**config.mk**
```make
export PLATFORM = sky130hd
export DESIGN_NAME = pulse_stretcher
export DESIGN_NICKNAME = d
export VERILOG_FILES = /design/src/rtl/pulse_stretcher_pkg.sv /design/src/rtl/pulse_stretcher_rise_detect.sv /design/src/rtl/pulse_stretcher.sv
export SDC_FILE = /design/constraint.sdc
export NUM_CORES = 1
export LEC_CHECK = 0
export ABC_AREA = 1
export BUFFER_PORTS_ARGS = -buffer_cell sky130_fd_sc_hd__buf_4
export CAP_MARGIN = 20
export CORE_ASPECT_RATIO = 2
export CORE_MARGIN = 2
export CORE_UTILIZATION = 55
export DETAILED_ROUTE_END_ITERATION = 7
export PLACE_DENSITY = 0.82
export SLEW_MARGIN = 25
export SYNTH_ARGS = -nofsm -noshare
export SYNTH_HDL_FRONTEND = slang
export SYNTH_HIERARCHICAL = 1
export SYNTH_SLANG_ARGS = --single-unit
```
**constraint.sdc**
```tcl
create_clock -name clk -period 3.1 [get_ports clk]
set_clock_uncertainty 0.05 [all_clocks]
set_input_delay 0.465 -clock clk [delete_from_list [all_inputs] [get_ports clk]]
set_output_delay 0.465 -clock clk [all_outputs]
set_load 0.01 [all_outputs]
```
**src/rtl/pulse_stretcher_pkg.sv**
```systemverilog
// -----------------------------------------------------------------------------
// pulse_stretcher_pkg
// Shared definitions for the LED pulse stretcher and the button-conditioning
// logic that feeds it.
//   - state_e         : stretcher FSM encoding (IDLE / HIGH / GAP)
//   - HIGH_CYCLES_DEF : default on-time of one LED flash, in clock cycles
//   - GAP_CYCLES_DEF  : default off-time between queued flashes, in clock cycles
//   - CNT_W_DEF       : default cycle-counter width (holds the defaults above)
//   - PEND_W_DEF      : default pending-event counter width
// -----------------------------------------------------------------------------
package pulse_stretcher_pkg;

  typedef enum logic [1:0] {
    ST_IDLE = 2'd0,
    ST_HIGH = 2'd1,
    ST_GAP  = 2'd2
  } state_e;

  localparam int unsigned HIGH_CYCLES_DEF = 250000;
  localparam int unsigned GAP_CYCLES_DEF  = 250000;
  localparam int unsigned CNT_W_DEF       = 20;
  localparam int unsigned PEND_W_DEF      = 3;

endpackage

```
**src/rtl/pulse_stretcher_rise_detect.sv**
```systemverilog
// -----------------------------------------------------------------------------
// rise_detect
// Turns a level input into a one-cycle strobe on each 0->1 transition.
// Ports:
//   clk    : system clock, rising edge
//   rst_n  : asynchronous active-low reset (clears the history register)
//   sig_i  : level input, synchronous to clk
//   rise_o : combinational strobe, high in the cycle where sig_i is 1 and
//            was 0 in the previous cycle
// -----------------------------------------------------------------------------
module rise_detect (
  input  logic clk,
  input  logic rst_n,
  input  logic sig_i,
  output logic rise_o
);

  logic sig_q;

  always_ff @(posedge clk or negedge rst_n) begin
    if (!rst_n) begin
      sig_q <= 1'b0;
    end else begin
      sig_q <= sig_i;
    end
  end

  assign rise_o = sig_i & ~sig_q;

endmodule

```
**src/rtl/pulse_stretcher.sv**
```systemverilog
// -----------------------------------------------------------------------------
// pulse_stretcher
// Stretches single-cycle events into LED flashes of HIGH_CYCLES on-time
// followed by GAP_CYCLES off-time. Events arriving while a flash is running
// are queued in a saturating pending counter and shown as separate flashes.
// Ports:
//   clk       : system clock, rising edge
//   rst       : asynchronous active-low reset, clears all state
//   pulse_in  : event input; each rising edge is one event
//   led_out   : stretched pulse (registered)
//   busy      : 1 whenever the FSM is not IDLE (registered)
//   pending   : queued events not yet displayed (registered)
//   overflow  : one-cycle strobe when an event is dropped (registered)
//   dbg_state : current FSM state, for observation only
// Handshake: none; pulse_in is sampled every cycle, outputs are plain levels.
// -----------------------------------------------------------------------------
module pulse_stretcher
  import pulse_stretcher_pkg::*;
#(
  parameter int unsigned HIGH_CYCLES = HIGH_CYCLES_DEF,
  parameter int unsigned GAP_CYCLES  = GAP_CYCLES_DEF,
  parameter int unsigned CNT_W       = CNT_W_DEF,
  parameter int unsigned PEND_W      = PEND_W_DEF
) (
  input  logic              clk,
  input  logic              rst,
  input  logic              pulse_in,
  output logic              led_out,
  output logic              busy,
  output logic [PEND_W-1:0] pending,
  output logic              overflow,
  output logic [1:0]        dbg_state
);

  localparam logic [CNT_W-1:0]  HIGH_LAST = CNT_W'(HIGH_CYCLES - 1);
  localparam logic [CNT_W-1:0]  GAP_LAST  = CNT_W'(GAP_CYCLES - 1);
  localparam logic [PEND_W-1:0] PEND_MAX  = '1;

  logic ev;

  rise_detect u_rise_detect (
    .clk    (clk),
    .rst_n  (rst),
    .sig_i  (pulse_in),
    .rise_o (ev)
  );

  state_e            state_q, state_d;
  logic [CNT_W-1:0]  cnt_q, cnt_d;
  logic [PEND_W-1:0] pend_q, pend_d;
  logic              led_q, led_d;
  logic              busy_q, busy_d;
  logic              ovf_q, ovf_d;

  always_ff @(posedge clk or negedge rst) begin
    if (!rst) begin
      state_q <= ST_IDLE;
      cnt_q   <= '0;
      pend_q  <= '0;
      led_q   <= 1'b0;
      busy_q  <= 1'b0;
      ovf_q   <= 1'b0;
    end else begin
      state_q <= state_d;
      cnt_q   <= cnt_d;
      pend_q  <= pend_d;
      led_q   <= led_d;
      busy_q  <= busy_d;
      ovf_q   <= ovf_d;
    end
  end

  always_comb begin
    state_d = state_q;
    cnt_d   = cnt_q;
    pend_d  = pend_q;
    ovf_d   = 1'b0;

    case (state_q)
      ST_IDLE: begin
        if (ev) begin
          state_d = ST_HIGH;
          cnt_d   = '0;
        end
      end

      ST_HIGH: begin
        if (cnt_q == HIGH_LAST) begin
          state_d = ST_GAP;
          cnt_d   = '0;
        end else begin
          cnt_d = cnt_q + 1'b1;
        end
        // Queue the event; a full queue drops it and flags the drop.
        if (ev) begin
          if (pend_q == PEND_MAX) begin
            ovf_d = 1'b1;
          end else begin
            pend_d = pend_q + 1'b1;
          end
        end
      end

      ST_GAP: begin
        if (cnt_q == GAP_LAST) begin
          cnt_d = '0;
          if (pend_q != '0) begin
            // Consume one queued event; an event arriving in the same cycle
            // replaces it, so the count is unchanged.
            state_d = ST_HIGH;
            if (!ev) begin
              pend_d = pend_q - 1'b1;
            end
          end else if (ev) begin
            // Fresh event exactly at the end of the gap restarts directly.
            state_d = ST_HIGH;
          end else begin
            state_d = ST_IDLE;
          end
        end else begin
          cnt_d = cnt_q + 1'b1;
          if (ev) begin
            if (pend_q == PEND_MAX) begin
              ovf_d = 1'b1;
            end else begin
              pend_d = pend_q + 1'b1;
            end
          end
        end
      end

      default: begin
        state_d = ST_IDLE;
        cnt_d   = '0;
        pend_d  = '0;
      end
    endcase

    // Outputs are registered copies of the next-state decode.
    led_d  = (state_d == ST_HIGH);
    busy_d = (state_d != ST_IDLE);
  end

  assign led_out   = led_q;
  assign busy      = busy_q;
  assign pending   = pend_q;
  assign overflow  = ovf_q;
  assign dbg_state = state_q;

endmodule
```
======== Word level (Yosys, flattened, before mapping) ========
Cells that the tools add are included.
operators by class
  muxes and demuxes ....................... 19
  bitwise gates (word level) .............. 3
  order comparisons ....................... 0
  $add $sub $neg .......................... 3
  reduce and logical (&&, ||, !) cells .... 5
  $mul .................................... 0
  shift-type cells ........................ 0
  divide/modulo/power cells ............... 0
  equality and inequality tests ........... 8
operators with widths
  operator               count
  $mux 20                2
  $pmux 20 s2            1
  $add 20x1->20 const B  1
  $eq 20x18->1 const B   1
  $mux 3                 5
  $pmux 3 s3             1
  $mux 2                 3
  $ne 3x3->1 const B     2
  $pmux 2 s3             1
  $mux 1                 5
  $eq 2x1->1 const B     2
  $add 3x1->3 const B    1
  $eq 3x3->1 const B     1
  $reduce_and 3->1       1
  $reduce_bool 3->1      1
  $sub 3x1->3 const B    1
  $eq 2x2->1 const B     1
  $logic_not 2->1        1
  $ne 2x2->1 const B     1
  $not 1->1              2
  $pmux 1 s2             1
  $reduce_bool 2->1      1
  $reduce_or 2->1        1
  $and 1x1->1            1
word-level totals
  output and inout port bits .............. 8
  bits in writable memories ............... 0
  memories ................................ 0
  register bits ........................... 29
  bits of input ports ..................... 3
  latch bits .............................. 0
  word-level logic and storage cells ...... 45
  memory bits (read-only) ................. 0

======== Depth between registers and ports, before layout ========
Gate-level depths: netlist (run 1).
  depth after elaboration ................. 7
  depth in mapped cells ................... 12
  depth with buffers taken out ............ 12

======== Modules after synthesis ========
Netlist (run 1), hierarchy kept.
by module, submodules not included
  module           cells an instance  instances  area an instance (um^2)  sequential area each (um^2)
  pulse_stretcher  248                1          1839.3                   700.7
  rise_detect      3                  1          35.0                     25.0

======== Worst setup path before layout (run 1) ========
OpenSTA, ideal clock, no wires.
  path kind ............................... reg2reg
  from .................................... register state_q[0] (netlist: dbg_state[0])
  to ...................................... register cnt_q[17]
  path buffers ............................ 0
  library setup time ...................... 0.119 ns
  path slack .............................. 1.341 ns
  stages on the path, launching flop included .. 13
  period minus slack after synthesis ...... 1.759 ns
  data required time ...................... 2.931 ns
  arrival ................................. 1.590 ns
  path through ............................ dfrtp_1 inv_1 ha_1 inv_1 nor2_4 nor2_4 nand2_4 nor2_4 nand2_4 nor2_8 nand3_1 nand2_1 nor2_1
between the ends
  longest elaborated chain between the ends .. 3
  elaborated cells between the ends (all ways) .. 6
  those cells by class .................... 3 x eq/ne; 1 x mux; 2 x reduce/logical
ends and longest elaborated chain
  what                                             line                   source
  start: declaration                               pulse_stretcher.sv:48  state_e state_q, state_d;
  start signal: assignment                         pulse_stretcher.sv:64  state_q <= state_d;
  $eq 2x2->1 / $eq 2x1->1 (equally long branches)  pulse_stretcher.sv:79  case (state_q)
  $reduce_or 2->1 (no source line)                 -
  $pmux 20 s2                                      pulse_stretcher.sv:79
  end signal: assignment                           pulse_stretcher.sv:65  cnt_q <= cnt_d;
  end: declaration                                 pulse_stretcher.sv:49  logic [CNT_W-1:0] cnt_q, cnt_d;
Parallel ways exist; a longest one is shown, timed or not.
A chain may end at the register's enable or synchronous reset.

======== Final worst setup path (run 1) ========
Ends and elaborated chain as after synthesis.

==> impl_results.md, run 1 <==
* Antenna-violating nets left at 0
* DR WL/cell at 13.4 microns
* CP Depth at 12
* CTS tree: built
* Worst R2R Start: dbg_state[0]
* H-tree Lvls at 2
* Post-CTS sizing at 0
* Root Driver: clkbuf_8
* Pwr dens at 462 mW/mm^2
* First-pass DRT Iterations at 4
* CP max-delay cell: dfrtp_1
* Crit path top cell by count: nor2_4
* Final period util at 60.2%
* Worst Hold Class: in2async
* Starting Density at 56.1%
* Buf+Inv Stages, Crit Path at 2
* RSZ-0062 raised after global routing: no
* Gr usage total at 23.4%
* Top Family by Delay on Critical Path: simple AND/OR/NAND/NOR gates
* Synth Area in Compound Gates at 4.81%
* Slew @ Worst Pin at 373 ps
* Diodes inserted at 0
* Final min period at 1870 ps
* Number of post-CTS setup repair buffers at 0
* Worst EP arrival at 1990 ps
* Starting DRT DRC Count at 40
* DRT Wirelength at 4.03 mm
* Initial antenna violation count at 0
* Worst slew margin at 75.1%
* Crit path kind: reg2reg
* Flops & latches, synth at 29
* CTS Sinks at 29
* Vias in the first global route at 1573
* Syn_area_per_cell at 7.47 sq um
* Largest net degree at the start of global routing at 30
* CORE AREA at 0.00334 sq mm
* Worst skew pair latency at 290 ps
* Die height at 86.6 microns
* Cts bufs inserted at 5
* First-pass GRT wire length at 6.50 mm
* Maximum clock frequency at 536 MHz
* Simple-Gate Fraction of Synth Area at 39.5%
* Syn_nets at 262
* DP HPWL at 3.25 mm
* Post-synthesis cell count at 251
* Status: complete, no violations
* Nets@finish at 279
* Main combinational cell family by area after synthesis: simple AND/OR/NAND/NOR gates
* Count of cell types in the netlist at 28
* Critical path fanouts, max at 8
* Fillcell total at 301
* Seq/Total Area, Yosys at 38.7%
* XOR/XNOR share of the synthesized area at 2.34%
* Core Rows at 30
* CP startpoint kind: flip-flop
* Share of cells above drive strength 1 at 17.5%
* Setup-failing EPs final at 0
* Reg2Reg Depth at 12
* Yosys warns at 6
* Critical Path RT at 3220 ps
* Final instance area at 0.00209 sq mm
* Leakage power at 1.20 nW
* DRC at 0
* Vias per inst at 5.34
* Most frequent cells in the layout: nand2_1, inv_1, nor2_1
* Max Cap Viol at 0
* Synthesized area at 0.00187 sq mm
* Area after DPL at 0.00199 sq mm
* IO Count at 11
* Remaining Overflow, GRT at 0
* Die ar. at 0.00392 sq mm
* Via Count at 1606
* Final hold violation count at 0
* DIE WIDTH at 45.3 microns
* Adder-cell share of the synthesized area at 5.34%
* Worst ir drop on vdd at 408 uV
* Reg clk slew, reported paths at 70 ps
* Area grow syn2layout at 11.5%
* TNS Setup at 0 ps
* Hold buffers post-CTS at 0
* Worst setup EP type: flip-flop
* Worst R2R End: cnt_q[17]
* Port Buffers at 10
* Placer Congestion at 0.919
* Clock tree buffer depth at 2
* Cell Chain, Critical Path: inv_1 > ha_1 > inv_1 > nor2_4 > nor2_4 > nand2_4 > nor2_4 > nand2_4 > nor2_8 > nand3_1 > nand2_1 > nor2_1
* Crit path largest cell delay at 450 ps
* Post-synthesis mux area share at 0.534%
* Commonest non-fill, non-tap cell in the layout: nand2_1
* R2r setup slk at 1230 ps
* Fin. max-slew vios at 0
-- registers in the layout, indices dropped and copies added, names as in the netlist --
register / flops
cnt_q: 20
overflow: 1
led_out: 1
busy: 1
dbg_state: 2
pending: 3
u_rise_detect/sig_q: 1
-- synth_stat cells --
library cell	instances	area [sq um]
nor2_4	4	45.0
xnor2_1	1	8.76
nand2_4	3	33.8
and2_1	2	12.5
a21oi_1	7	35.0
a31oi_1	2	12.5
nand3_2	2	20.0
ha_1	8	100
nand4_2	1	12.5
nor3_2	1	10.0
a21oi_2	1	8.76
mux2i_1	1	10.0
o21ai_2	1	8.76
inv_1	40	150
o21ai_1	2	10.0
nor2_8	1	20.0
nor2_2	5	31.3
nand2_2	5	31.3
nand3_1	19	95.1
nor2_1	38	143
inv_2	4	15.0
nor3_1	5	25.0
nand2_1	55	206
dfrtp_1	29	726
o21ai_0	3	15.0
xor2_1	4	35.0
nor3_4	1	16.3
nand4_1	6	37.5
-- layout make-up --
cell class,count,area [sq um],area share [%]
inverters,44,165,7.90
repair buffers,10,75.1,3.59
well taps,32,40.0,1.92
clock buffers,7,96.3,4.61
clock inverters,1,5.00,0.239
flip-flops and latches,29,726,34.7
multi-input cells,178,983,47.0
-- kinds of logic after synthesis --
logic type,count (synthesis)
XOR/XNOR,5
adder cells (fa/ha/maj),8
AO/OA/AOI/OAI,16
AND/OR/NAND/NOR,148
multiplexers,1
flip-flops,29
buffers and inverters,44
-- report_power, final --
part / switching [mW] / leakage (nW) / internal [mW] / total (mW)
registers: 0.0421 / 0.349 / 0.407 / 0.450
logic: 0.102 / 0.793 / 0.0703 / 0.172
clock network: 0.145 / 0.0542 / 0.200 / 0.345
total: 0.289 / 1.20 / 0.678 / 0.967
-- layer usage --
metal  vias up  GRT usage [%]  routed length (microns)
li1        812              -                        -
met1       743           17.9                     1350
met2        31           45.8                     2360
met3        20           3.75                       76
met4         0           17.6                      244
met5         -              0                        0
-- per-stage QoR --
| stage | instances | worst slack (ps) | power, mW | utilization, % | hold WS, ps |
|---|---|---|---|---|---|
| 3_3_place_gp | 293 | 1260 | 0.628 | 59.6 | 358 |
| 3_5_place_dp | 293 | 1220 | 0.630 | 59.6 | 361 |
| 6_report | 301 | 1230 | 0.967 | 62.6 | 44.9 |
| 2_1_floorplan | 251 | 1340 | 0.561 | - | 119 |
| 4_1_cts | 301 | 1220 | 0.975 | 62.6 | 54.4 |
| 5_1_grt | 301 | 1090 | 1.02 | 62.6 | 71.6 |
-- worst max-delay path by stage --
| stage | from | endpoint | slack, ps |
|---|---|---|---|
| after detailed placement | dbg_state[0] | cnt_q[17] | 1220 |
| after floorplan | dbg_state[0] | cnt_q[17] | 1340 |
| after global routing | dbg_state[0] | cnt_q[17] | 1090 |
| after global placement | dbg_state[0] | cnt_q[17] | 1260 |
| final | dbg_state[0] | cnt_q[17] | 1230 |
| after CTS | dbg_state[0] | cnt_q[17] | 1220 |
Note: power is estimated with default switching activity, not from simulation.
==> inputs of run 2 (changes only) <==
clock period = 1.93 ns   (was 3.1 ns; I/O delays follow)
==> run 2 against run 1 <==
Die area unchanged; via count increased by 7.4%; final cell count increased by 3.0%; sequential share of layout area decreased by 0.93 points; first-iteration DRC count increased by 53%; register-to-register slack got worse by 1100 ps; non-clock buffer count increased by 9; fmax increased by 5.0%; count of clock-buffer cells in the layout decreased by 1; clock power increased by 41%.
==> impl_results.md, run 2 (synthesis results as in run 1) <==
* Starting DRT DRC Count at 61
* DIE WIDTH at 45.3 microns
* Final min period at 1780 ps
* Starting Density at 56.1%
* Die height at 86.6 microns
* DR WL/cell at 14.2 microns
* Largest Register: cnt_q
* Final hold violation count at 0
* Port Buffers at 10
* Critical path fanouts, max at 5
* Die ar. at 0.00392 sq mm
* Status: complete, no violations
* Commonest non-fill, non-tap cell in the layout: nand2_1
* Worst Hold Class: in2reg
* Most frequent cells in the layout: nand2_1, inv_1, nor2_1
* Psw at 0.470 mW
* Gr usage total at 26.2%
* Diodes inserted at 0
* RSZ-0062 raised after global routing: no
* Worst slew margin at 74.9%
* Reg clk slew, reported paths at 70 ps
* Worst skew pair latency at 290 ps
* Comb power frac at 19.1%
* Placer Congestion at 0.892
* Remaining Overflow, GRT at 0
* Worst setup EP type: flip-flop
* H-tree Lvls at 2
* Fin. max-slew vios at 0
* Critical Path RT at 2050 ps
* Maximum clock frequency at 563 MHz
* Clock power share at 32.5%
* Setup-failing EPs final at 0
* Cts bufs inserted at 5
* CTS tree: built
* DRC at 0
* Largest net degree at the start of global routing at 30
* First-pass DRT Iterations at 4
* TNS Setup at 0 ps
* Root Driver: clkbuf_8
* Final period util at 92.0%
* CP startpoint kind: flip-flop
* Pint at 1.02 mW
* Crit path kind: reg2reg
* CTS Sinks at 29
* Vias in the first global route at 1772
* Antenna-violating nets left at 0
* Slew @ Worst Pin at 376 ps
* First-pass GRT wire length at 7.27 mm
* Switching Fraction at 31.5%
* Leakage power at 1.23 nW
* Part of the power in registers at 48.4%
* Core Rows at 30
* Nets@finish at 288
* Via Count at 1725
* Worst EP arrival at 1900 ps
* Final std cells w/o fill at 310
* Area grow syn2layout at 14.6%
* R2r setup slk at 150 ps
* Share of cells above drive strength 1 at 19.4%
* Clock tree buffer depth at 2
* CORE AREA at 0.00334 sq mm
* Initial antenna violation count at 0
* IO Count at 11
* Max FFs per register at 20
* Pwr dens at 694 mW/mm^2
* Max Cap Viol at 0
* Vias per inst at 5.56
* DRT Wirelength at 4.40 mm
* Worst ir drop on vdd at 642 uV
* DP HPWL at 3.45 mm
* Placed cell count at 299
-- run 2: layer usage --
layer  routed length [microns]  GRT usage [%]
met5                         0              0
met2                      2560           49.2
met4                       311           21.7
met1                      1410           21.2
met3                       123           3.75
-- run 2: final timing paths --
kind                               from             endpoint  cells past startpoint
min reg2reg                    cnt_q[1]             cnt_q[1]                      2
max in group asynchronous           rst            cnt_q[18]                      2
max reg2reg                dbg_state[0]             cnt_q[6]                      9
max                        dbg_state[0]             cnt_q[6]                      9
min in group asynchronous           rst             cnt_q[5]                      2
min                            pulse_in  u_rise_detect/sig_q                      1
-- run 2: critical path: stages (launching register included) --
cell,delay (ps)
dfrtp_1,340
inv_1,70
ha_1,210
inv_1,160
nor2_4,90
buf_4,140
nor3_1,290
nand2_1,110
xor2_1,140
nor2_1,50
-- run 2: through the flow --
stage / power, mW / cell area, sq um / setup slack (ps) / hold WS (ps) / util [%]
2_1_floorplan: 0.901 / 1870 / 171 / -56.1 / -
3_3_place_gp: 1.01 / 2030 / 210 / 181 / 60.9
5_1_grt: 1.57 / 2150 / 14.1 / 69.8 / 64.3
6_report: 1.49 / 2150 / 154 / 69.6 / 64.3
4_1_cts: 1.50 / 2130 / 149 / 68.8 / 63.7
3_5_place_dp: 1.01 / 2030 / 170 / 186 / 60.9
-- run 2: power groups by stage --
stage               Combinational (mW)  Clock, mW  Sequential, mW
floorplan                        0.177          0           0.724
global placement                 0.277          0           0.731
detailed placement               0.283          0           0.732
CTS                              0.288      0.493           0.721
global route                     0.329      0.510           0.730
finish                           0.285      0.485           0.722
-- run 2: area by class of cell --
type | count | area, sq um
Multi-Input combinational cell | 178 | 990
Timing Repair Buffer | 19 | 145
Clock buffer | 6 | 72.6
Fill cell | 322 | 1190
Tap cell | 32 | 40.0
Clock inverter | 2 | 10.0
Inverter | 44 | 165
Sequential cell | 29 | 726
-- run 2: timing repair --
action / CTS / global route
setup endpoints to repair: 0 / 4
hold buffers: 1 / 0
setup buffers: 0 / 2
hold endpoints to repair: 29 / 0
resized for setup: 0 / 1
==> inputs of run 3 (changes only) <==
clock period = 1.8 ns   (was 1.93 ns; I/O delays follow)
==> run 3 against run 2 <==
Count of clock-buffer cells in the layout rose by 1; final area up 0.82%; final cell count is 0.32% lower; via count down 2.0%; worst hold slack worse by 18 ps; die area is the same; fmax increased by 5.1%; critical path depth unchanged; routed wire length decreased by 2.7%; critical endpoint is now cnt_q[12]; largest cell class unchanged; largest power group unchanged.
==> impl_results.md, run 3 (synthesis results as in run 1) <==
* Cts bufs inserted at 5
* Maximum clock frequency at 591 MHz
* Root Driver: clkbuf_8
* Status: complete, no violations
* Initial antenna violation count at 0
* Gr busiest metal: met2
* IO Count at 11
* Final period util at 93.9%
* M2 GR Usage at 47.4%
* Final min period at 1690 ps
* Port Buffers at 10
* Grt met1 use at 19.9%
* DR WL/cell at 13.9 microns
* Max FFs per register at 20
* Remaining Overflow, GRT at 0
* Leakage power at 1.23 nW
* Fin. max-slew vios at 0
* Cell Chain, Critical Path: ha_1 > nand2_1 > nor2_4 > nand4_2 > nor3_2 > inv_1 > nand2_2 > and2_1 > nor2_1
* HP Start: pulse_in
* Overall power consumption at 1.61 mW
* Placed cell count at 299
* CTS Sinks at 29
* First-pass DRT Iterations at 5
* Pwr dens at 745 mW/mm^2
* Met3 usage at 6.04%
* Final std cells w/o fill at 309
* Worst EP arrival at 1810 ps
* Most frequent cells in the layout: nand2_1, inv_1, nor2_1
* Starting Density at 56.1%
* Buf+Inv Stages, Crit Path at 1
* Vias per inst at 5.47
* Placer Congestion at 0.950
* Crit path kind: reg2reg
* DRC at 0
* Antenna-violating nets left at 0
* Core Rows at 30
* Worst setup EP type: flip-flop
* Final Core Density at 64.8%
* Critical path fanouts, max at 4
* Worst slew margin at 74.9%
* Area grow syn2layout at 15.6%
* DP HPWL at 3.31 mm
* Nets@finish at 288
* H-tree Lvls at 2
* Clock tree buffer depth at 2
* CP max-delay cell: dfrtp_1
* CP startpoint kind: flip-flop
* DRT Wirelength at 4.28 mm
* Crit path from: cnt_q[0]
* Reg clk slew, reported paths at 60 ps
* Setup-failing EPs final at 0
* Worst Hold Class: in2reg
* Top Family by Delay on Critical Path: simple AND/OR/NAND/NOR gates
* DIE WIDTH at 45.3 microns
* Die ar. at 0.00392 sq mm
* Worst ir drop on vdd at 495 uV
* Gr usage total at 24.8%
* Crit path largest cell delay at 390 ps
* Final hold violation count at 0
* Vias in the first global route at 1738
* CORE AREA at 0.00334 sq mm
* Share of cells above drive strength 1 at 20.6%
* Via Count at 1690
* Diodes inserted at 0
* Worst skew pair latency at 280 ps
* Critical Path RT at 1920 ps
* Slew @ Worst Pin at 376 ps
* Largest net degree at the start of global routing at 30
* Starting DRT DRC Count at 56
* Largest Register: cnt_q
* Worst R2R Start: cnt_q[0]
* Die height at 86.6 microns
* Commonest non-fill, non-tap cell in the layout: nand2_1
* First-pass GRT wire length at 6.92 mm
* CTS tree: built
* Max Cap Viol at 0
* RSZ-0062 raised after global routing: yes
==> run 3: report_power, final <==
group / total [mW] / switching [mW] / internal [mW]
Sequential: 0.768 / 0.0654 / 0.702
Combinational: 0.314 / 0.186 / 0.127
Clock: 0.533 / 0.230 / 0.302
==> run 3: area by class of cell <==
cell class	count	area (sq um)
clock buffer	7	86.3
fill	291	1170
inverter	44	165
multi-input combinational	178	1000
sequential	29	726
tap	32	40.0
timing repair buffer	19	145
==> run 3: metal layers <==
layer / wire length [microns] / share of wire [%]
met5: 0 / 0
met2: 2520 / 59
met3: 150 / 3.5
met1: 1390 / 32
met4: 226 / 5.3
==> run 3: final timing paths <==
kind / slack (ps) / to / cells after the start
max: 110 / cnt_q[12] / 9
min: 50 / u_rise_detect/sig_q / 1
max reg2reg: 110 / cnt_q[12] / 9
min reg2reg: 460 / cnt_q[1] / 2
max in group asynchronous: 1020 / busy / 2
min in group asynchronous: 400 / cnt_q[9] / 2
==> run 3: per-stage QoR <==
stage	hold WS (ps)	cell area, sq um	setup slack [ps]	setup TNS [ps]
finish	51.4	2170	109	0
global route	45.2	2170	-17.8	-26.3
CTS	46.2	2130	48.9	0
detailed placement	168	2030	58.2	0
global placement	166	2030	46.2	0
floorplan	-75.6	1870	41.0	0
==> run 3: repair_timing <==
action	in CTS	in global routing
hold endpoints to repair	29	0
buffers inserted	0	2
setup endpoints to repair	0	11
hold buffers	1	0
gates resized for setup	0	7
